===== src/rtl/vending_pkg.sv =====
// Shared definitions between vending_controller and vending_dispenser:
// FSM encoding, product indices and default timing/stock parameters.
package vending_pkg;

    localparam logic [1:0] ENC_IDLE     = 2'd0;
    localparam logic [1:0] ENC_DISPENSE = 2'd1;
    localparam logic [1:0] ENC_SETTLE   = 2'd2;
    localparam logic [1:0] ENC_DONE     = 2'd3;

    typedef enum logic [1:0] {
        ST_IDLE     = ENC_IDLE,
        ST_DISPENSE = ENC_DISPENSE,
        ST_SETTLE   = ENC_SETTLE,
        ST_DONE     = ENC_DONE
    } disp_state_t;

    localparam logic PROD1 = 1'b0;
    localparam logic PROD2 = 1'b1;

    localparam int unsigned DEF_MOTOR_CYCLES  = 8;
    localparam int unsigned DEF_SETTLE_CYCLES = 2;
    localparam int unsigned DEF_CNT_W         = 4;
    localparam int unsigned DEF_STOCK_INIT    = 15;

endpackage


===== src/rtl/vend_stock_counter.sv =====
// Per-product stock counter: reload, decrement only when non-zero, zero flag.
module vend_stock_counter #(
    parameter int unsigned CNT_W = 4,
    parameter int unsigned INIT  = 15
) (
    input  logic             clk,
    input  logic             reset,
    input  logic             load,
    input  logic             dec,
    output logic [CNT_W-1:0] count,
    output logic             zero
);

    always_ff @(posedge clk or posedge reset) begin
        if (reset) begin
            count <= CNT_W'(INIT);
        end else if (load) begin
            count <= CNT_W'(INIT);
        end else if (dec && (count != '0)) begin
            count <= count - CNT_W'(1);
        end
    end

    assign zero = (count == '0);

endmodule


===== src/rtl/vending_dispenser.sv =====
// Mechanism-side dispenser: edge-detects vend requests, runs one motor for a
// fixed time, settles, then pulses done; refuses requests when busy or empty.
module vending_dispenser
    import vending_pkg::*;
#(
    parameter int unsigned MOTOR_CYCLES  = DEF_MOTOR_CYCLES,
    parameter int unsigned SETTLE_CYCLES = DEF_SETTLE_CYCLES,
    parameter int unsigned CNT_W         = DEF_CNT_W,
    parameter int unsigned STOCK_INIT    = DEF_STOCK_INIT
) (
    input  logic             clk,
    input  logic             reset,
    input  logic             product1,
    input  logic             product2,
    input  logic             restock,
    output logic             motor1,
    output logic             motor2,
    output logic             busy,
    output logic             done,
    output logic             reject,
    output logic             sold_out1,
    output logic             sold_out2,
    output logic [CNT_W-1:0] stock1,
    output logic [CNT_W-1:0] stock2
);

    localparam int unsigned TMR_MAX = (MOTOR_CYCLES > SETTLE_CYCLES) ? MOTOR_CYCLES : SETTLE_CYCLES;
    localparam int unsigned TMR_W   = (TMR_MAX < 2) ? 1 : $clog2(TMR_MAX);

    disp_state_t      state_q, state_d;
    logic [TMR_W-1:0] timer_q, timer_d;
    logic             sel_q, sel_d;
    logic             product1_q, product2_q;
    logic             req1, req2;
    logic             motor1_d, motor2_d, busy_d, done_d, reject_d;
    logic             load, dec1, dec2;
    logic             zero1, zero2;

    assign req1 = product1 & ~product1_q;
    assign req2 = product2 & ~product2_q;

    // State, timer, edge detectors and registered outputs
    always_ff @(posedge clk or posedge reset) begin
        if (reset) begin
            state_q    <= ST_IDLE;
            timer_q    <= '0;
            sel_q      <= PROD1;
            product1_q <= 1'b0;
            product2_q <= 1'b0;
            motor1     <= 1'b0;
            motor2     <= 1'b0;
            busy       <= 1'b0;
            done       <= 1'b0;
            reject     <= 1'b0;
        end else begin
            state_q    <= state_d;
            timer_q    <= timer_d;
            sel_q      <= sel_d;
            product1_q <= product1;
            product2_q <= product2;
            motor1     <= motor1_d;
            motor2     <= motor2_d;
            busy       <= busy_d;
            done       <= done_d;
            reject     <= reject_d;
        end
    end

    // Next-state, timer and stock control; restock beats req1 beats req2 in IDLE
    always_comb begin
        state_d  = state_q;
        timer_d  = timer_q;
        sel_d    = sel_q;
        reject_d = 1'b0;
        load     = 1'b0;
        dec1     = 1'b0;
        dec2     = 1'b0;
        case (state_q)
            ST_IDLE: begin
                if (restock) begin
                    load = 1'b1;
                end else if (req1) begin
                    if (!zero1) begin
                        state_d = ST_DISPENSE;
                        sel_d   = PROD1;
                        timer_d = TMR_W'(MOTOR_CYCLES - 1);
                        dec1    = 1'b1;
                    end else begin
                        reject_d = 1'b1;
                    end
                end else if (req2) begin
                    if (!zero2) begin
                        state_d = ST_DISPENSE;
                        sel_d   = PROD2;
                        timer_d = TMR_W'(MOTOR_CYCLES - 1);
                        dec2    = 1'b1;
                    end else begin
                        reject_d = 1'b1;
                    end
                end
            end
            ST_DISPENSE: begin
                if (timer_q == '0) begin
                    state_d = ST_SETTLE;
                    timer_d = TMR_W'(SETTLE_CYCLES - 1);
                end else begin
                    timer_d = timer_q - TMR_W'(1);
                end
            end
            ST_SETTLE: begin
                if (timer_q == '0) begin
                    state_d = ST_DONE;
                end else begin
                    timer_d = timer_q - TMR_W'(1);
                end
            end
            ST_DONE: begin
                state_d = ST_IDLE;
            end
            default: begin
                state_d = ST_IDLE;
            end
        endcase
        if ((state_q != ST_IDLE) && (req1 || req2)) begin
            reject_d = 1'b1;
        end
        motor1_d = (state_d == ST_DISPENSE) && (sel_d == PROD1);
        motor2_d = (state_d == ST_DISPENSE) && (sel_d == PROD2);
        busy_d   = (state_d != ST_IDLE);
        done_d   = (state_d == ST_DONE);
    end

    vend_stock_counter #(.CNT_W(CNT_W), .INIT(STOCK_INIT)) u_stock1 (
        .clk   (clk),
        .reset (reset),
        .load  (load),
        .dec   (dec1),
        .count (stock1),
        .zero  (zero1)
    );

    vend_stock_counter #(.CNT_W(CNT_W), .INIT(STOCK_INIT)) u_stock2 (
        .clk   (clk),
        .reset (reset),
        .load  (load),
        .dec   (dec2),
        .count (stock2),
        .zero  (zero2)
    );

    assign sold_out1 = zero1;
    assign sold_out2 = zero2;

endmodule


===== config.mk =====
export PLATFORM = sky130hd
export DESIGN_NAME = vending_dispenser
export DESIGN_NICKNAME = d
export VERILOG_FILES = /design/src/rtl/vending_pkg.sv /design/src/rtl/vend_stock_counter.sv /design/src/rtl/vending_dispenser.sv
export SDC_FILE = /design/constraint.sdc
export NUM_CORES = 1
export LEC_CHECK = 0
export BUFFER_PORTS_ARGS = -buffer_cell sky130_fd_sc_hd__buf_2
export CELL_PAD_IN_SITES_DETAIL_PLACEMENT = 0
export CELL_PAD_IN_SITES_GLOBAL_PLACEMENT = 1
export CORE_ASPECT_RATIO = 1.25
export CORE_MARGIN = 5
export CORE_UTILIZATION = 40
export DETAILED_ROUTE_END_ITERATION = 16
export HOLD_SLACK_MARGIN = 0.05
export PLACE_DENSITY = 0.8
export SYNTH_ARGS = -nofsm -noshare
export SYNTH_HDL_FRONTEND = slang
export SYNTH_SLANG_ARGS = --single-unit
export TNS_END_PERCENT = 1

===== constraint.sdc =====
create_clock -name clk -period 2.3 [get_ports clk]
set_input_delay 0.46 -clock clk [delete_from_list [all_inputs] [get_ports clk]]
set_output_delay 0.46 -clock clk [all_outputs]
set_load 0.1 [all_outputs]

==> results.cfg, run 1 <==
[critical_path]
worst_ep_arrival_time_ns = 1.74
start_kind = flip-flop
crit_start = u_stock2.count[0]
rr_startpoint = u_stock2.count[0]
r2r_slack_ns = 0.37
reg2regPathDepth = 7
end_kind = output port
timing.rr.end = timer_q[1]
path_max_fanout = 6
critical_path_class = flip-flop to output port
crit_required_ns = 1.84

[yosys]
syn_inst = 123
synth-warning-count = 0
synth_nets = 137
avgSynthCellArea_um2 = 9.83
synth_seq_cells = 21
synth_area_um2 = 1210
yosysSeqAreaShare = 0.443
ys_types = 37

[timing]
hold_violations = 0
setup_violations = 0
slew_violations = 0
slew_headroom = 0.464
worst_slack_ns = 0.0954
skew_ns = 0.0111
min_period_over_period = 0.959
post-route-min-period_ns = 2.20
tightest_slew_ns = 0.803
finalSetupTns_ns = 0
timing.fmax_mhz = 454
whs_ns = 0.263
rsz0062_at_grt = false

[clocking]
cts_tree = done
clockBufferDepth = 2
cts_setup_buffers = 0
postCtsHoldBufs = 0
cts_sinks = 21
path_clk_slew_ns = 0.12
clk_latency_ns = 0.30
h-tree-depth = 1
cts_root_buffer = clkbuf_4
post_cts_resize_count = 0
cts_buffers = 3

[status]
status = finished, final reports clean

[hold_path]
hold_depth = 1
min_to = product2_q
hp-class = input port to flip-flop
min_from = product2

[floorplan]
initial_utilization = 0.414
core-area_um2 = 2920
die_y_um = 71.5
ios = 20
die_w_um = 59.2
rows = 22
die_area_um2 = 4230

[routing]
drt-initial-drc-count = 17
via_per_inst = 5.27
route.detailed.drc = 0
routedWlPerCell_um = 13.5
final_antenna_net_count = 0
totalWireLength_mm = 2.44
dr.pass1.iters = 4
vias = 954

[placed_design]
place_area_um2 = 1420
gp_congestion = 0.956
dp_hpwl_mm = 1.85
port_buffers = 19
dp_slack_ns = 0.377
place_inst = 177

[global_routing]
globalRouteMet2Util = 0.220
grt_pass1_vias = 1022
grt_usage = 0.138
grt_pass1_wl_mm = 4.60
grt_use_met3 = 0.0234
busiest_layer = met2
antenna_found_initial = 0
met1_usage = 0.178
grt_overflow = 0
grt_max_degree = 22

[pwr]
ir_worst_vdd_mv = 0.854
p_leak_nw = 0.688
cellPowerDensity_nw_per_um2 = 1450

[layout]
layout.nets = 160
finalInstanceArea_um2 = 1450
drive_gt1_frac = 0.338
multi_input_area_um2 = 651
area_growth_pct = 19.6
diodes = 0
final-seq-area_um2 = 551
final_cells = 181
fillers = 275

[job]
cap_violations = 0
[per-layer routing]
metal	wire length, um	part of all wire	up-vias
met1	1100	0.45	460
met4	23	0.0094	0
met5	0	0	-
li1	-	-	473
met2	1230	0.50	19
met3	92	0.038	2
[state kept, by name (all words and copies together) (netlist names)]
register,count
busy,1
done,1
motor1,1
motor2,1
product1_q,1
product2_q,1
reject,1
sel_q,1
state_q,2
timer_q,3
u_stock1.count,4
u_stock2.count,4
[synth_stat cells (all sizes together)]
| master | n | share of area |
|---|---|---|
| and2 | 1 | 0.0072 |
| nor3b | 2 | 0.017 |
| nand2 | 11 | 0.034 |
| o21ai | 8 | 0.033 |
| buf | 1 | 0.0041 |
| o31ai | 1 | 0.0062 |
| o22a | 2 | 0.014 |
| ha | 9 | 0.093 |
| a211oi | 1 | 0.0062 |
| or4 | 1 | 0.0062 |
| o21a | 3 | 0.019 |
| nor3 | 4 | 0.026 |
| nor2b | 5 | 0.032 |
| nand2b | 4 | 0.021 |
| a41oi | 2 | 0.014 |
| dfrtp | 13 | 0.27 |
| inv | 13 | 0.040 |
| a21boi | 1 | 0.0062 |
| o41ai | 1 | 0.0072 |
| clkbuf | 3 | 0.0093 |
| o32ai | 1 | 0.0072 |
| dfstp | 8 | 0.17 |
| a21oi | 7 | 0.029 |
| a31oi | 3 | 0.016 |
| o21bai | 1 | 0.016 |
| nand3 | 2 | 0.0083 |
| and2b | 1 | 0.0072 |
| a21o | 2 | 0.013 |
| a221oi | 1 | 0.012 |
| nor2 | 7 | 0.022 |
| o32a | 2 | 0.017 |
| a32oi | 1 | 0.0072 |
| nand3b | 1 | 0.0062 |
[critical path, cell delays in order, from the launching register on]
cell,delay (ns)
dfstp_4,0.51
inv_2,0.07
ha_4,0.14
nor3b_4,0.25
buf_2,0.47
[metrics by stage]
| stage | power, mW | utilization |
|---|---|---|
| floorplan | 1.72 | - |
| global placement | 1.91 | 0.486 |
| detailed placement | 1.93 | 0.486 |
| CTS | 2.12 | 0.495 |
| global route | 2.28 | 0.495 |
| finish | 2.10 | 0.495 |
[report_power, final]
group          internal (mW)  switching [mW]  total (mW)
combinational          0.344           0.930        1.27
clock                 0.0648           0.113       0.178
sequential             0.538           0.111       0.649
[worst max path at each step]
| stage | to |
|---|---|
| 4_1_cts | sold_out2 |
| 3_5_place_dp | timer_q[1] |
| 3_3_place_gp | timer_q[1] |
| 5_1_grt | sold_out2 |
| 6_report | sold_out2 |
| 2_1_floorplan | timer_q[2] |
[area by class of cell]
| cell class | instances | area share |
|---|---|---|
| clock inverter | 1 | 0.00346 |
| sequential | 21 | 0.381 |
| timing repair buffer | 22 | 0.0814 |
| multi-input combinational | 85 | 0.450 |
| tap | 36 | 0.0312 |
| clock buffer | 3 | 0.0156 |
| inverter | 13 | 0.0372 |
[logic make-up after synthesis]
group	synth area share
simple gates	0.186
flops	0.443
buf+inv	0.0538
compound gates	0.224
fa+ha+maj	0.0932
[layout by cell type, fill, tap and decap left out, drive strengths merged, types with 2 or more instances in the layout]
cell type,count
a21oi,7
clkbuf,3
dfrtp,13
nand2,11
nor3b,2
inv,13
o21a,3
a21o,2
ha,9
nand3,2
buf,22
nor2,7
nor2b,5
a31oi,3
o21ai,8
nand2b,4
o22a,2
nor3,4
o32a,2
a41oi,2
dfstp,8
Power figures use the tool's default switching activity.
==> inputs of run 2 (changes only) <==
--- a/config.mk
+++ b/config.mk
@@ -10,10 +10,10 @@
 export CELL_PAD_IN_SITES_GLOBAL_PLACEMENT = 1
 export CORE_ASPECT_RATIO = 1.25
 export CORE_MARGIN = 5
-export CORE_UTILIZATION = 40
+export CORE_UTILIZATION = 42
 export DETAILED_ROUTE_END_ITERATION = 16
 export HOLD_SLACK_MARGIN = 0.05
-export PLACE_DENSITY = 0.8
+export PLACE_DENSITY = 0.83
 export SYNTH_ARGS = -nofsm -noshare
 export SYNTH_HDL_FRONTEND = slang
 export SYNTH_SLANG_ARGS = --single-unit
==> run 2 against run 1 <==
  * Combinational power about the same
  * Via count decreased by 2.3%
  * Wire length decreased by 5.0%
  * Sequential share of layout area increased by 0.099 points
  * Global-route usage decreased by 0.90 points
  * Hold slack improved by 0.014 ns
==> results.cfg, run 2 (same netlist as run 1, synthesis figures left out) <==
[pwr]
cellPowerDensity_nw_per_um2 = 1450
p_leak_nw = 0.685
internal_power_mw = 0.948
p_seq_frac = 0.308
p_clk_frac = 0.083
totalPowerFinal_mw = 2.09
switching_power_mw = 1.14
ir_worst_vdd_mv = 0.814
pwr-share-comb = 0.609
switching_share = 0.546

[clocking]
path_clk_slew_ns = 0.11
clk_latency_ns = 0.29
postCtsHoldBufs = 0
h-tree-depth = 1
post_cts_resize_count = 0
cts_root_buffer = clkbuf_4
cts_buffers = 3
clockBufferDepth = 2
cts_setup_buffers = 0
cts_sinks = 21
cts_tree = done

[layout]
multi_input_area_um2 = 651
utilization = 0.527
area_growth_pct = 19.3
diodes = 0
reg_top3 = u_stock1.count x4, u_stock2.count x4, timer_q x3
layout_common_cells = buf_2, dfrtp_1, nand2_1
drive_gt1_frac = 0.331
final-seq-area_um2 = 551
final_common_cell = buf_2
fillers = 262
layout.nets = 160
finalInstanceArea_um2 = 1440

[floorplan]
initial_utilization = 0.442
core-area_um2 = 2730
ios = 20
rows = 21
die_area_um2 = 4060
die_y_um = 70.0
die_w_um = 58.0

[timing]
slew_headroom = 0.484
worst_slack_ns = 0.119
hold_violations = 0
min_period_over_period = 0.948
skew_ns = 0.00164
slew_violations = 0
rsz0062_at_grt = false
tightest_slew_ns = 0.774
post-route-min-period_ns = 2.18
setup_violations = 0
timing.fmax_mhz = 458

[routing]
totalWireLength_mm = 2.32
via_per_inst = 5.21
route.detailed.drc = 0
vias = 932
final_antenna_net_count = 0
routedWlPerCell_um = 13.0
drt-initial-drc-count = 37
dr.pass1.iters = 4

[critical_path]
crit_buf_inv = 2
start_kind = flip-flop
path_depth = 4
crit_family = buffers and inverters
end_kind = output port
crit_start = u_stock2.count[0]
timing.rr.end = timer_q[1]
max_stage_delay_ns = 0.51
rr_startpoint = u_stock1.count[0]
worst_ep_arrival_time_ns = 1.72
critical_path_class = flip-flop to output port
r2r_slack_ns = 0.37
slowest_stage = dfstp_4
reg2regPathDepth = 7
crit_end = sold_out2
path_max_fanout = 6
crit_required_ns = 1.84
cp_cell_sequence = inv_2, ha_4, nor3b_4, buf_2

[global_routing]
antenna_found_initial = 0
grt_max_degree = 22
grt_pass1_wl_mm = 4.23
grt_pass1_vias = 941
grt_usage = 0.129
grt_overflow = 0

[placed_design]
port_buffers = 19
dp_hpwl_mm = 1.80
dp_slack_ns = 0.375
gp_congestion = 0.864
place_area_um2 = 1420

[job]
cap_violations = 0

[hold_path]
hp-class = input port to async pin

[status]
status = finished, final reports clean
-- run 2: changes by cell type in the layout (fill, tap and decap cells not counted) --
cell / before / now
clkbuf_1: 0 / 1
clkinv_2: 1 / 0
-- run 2: metrics by stage --
step	TNS [ns]	hold WS (ns)	std cells
after global placement	0	0.467	175
after floorplan	-1.04	0.431	123
after global routing	0	0.260	179
final	0	0.277	179
after detailed placement	0	0.480	175
after CTS	0	0.265	179
-- run 2: worst min-delay path by stage --
stage	from	endpoint	slack, ns	depth (start not counted)
2_1_floorplan	reset	busy	0.43	1
3_3_place_gp	sel_q	sel_q	0.47	2
3_5_place_dp	sel_q	sel_q	0.48	2
4_1_cts	product2	product2_q	0.27	1
5_1_grt	product2	product2_q	0.26	1
6_report	reset	motor2	0.28	2
-- run 2: layout make-up --
cell class,instances,area share
Multi-Input combinational cell,85,0.451
Inverter,13,0.0373
Sequential cell,21,0.382
Timing Repair Buffer,22,0.0816
Tap cell,34,0.0295
Clock buffer,4,0.0182
-- run 2: power groups by stage --
stage | combinational, mW | sequential [mW] | clock (mW)
3_3_place_gp | 1.26 | 0.648 | 0
3_5_place_dp | 1.28 | 0.652 | 0
4_1_cts | 1.28 | 0.644 | 0.183
5_1_grt | 1.37 | 0.665 | 0.199
6_report | 1.27 | 0.643 | 0.173
2_1_floorplan | 0.555 | 1.16 | 0
-- run 2: per-layer routing --
metal,GRT usage,wire length [um],up-vias
met2,0.216,1160,9
met5,0,0,-
met3,0.0221,64,2
li1,-,-,475
met4,0.0464,21,0
met1,0.163,1070,446
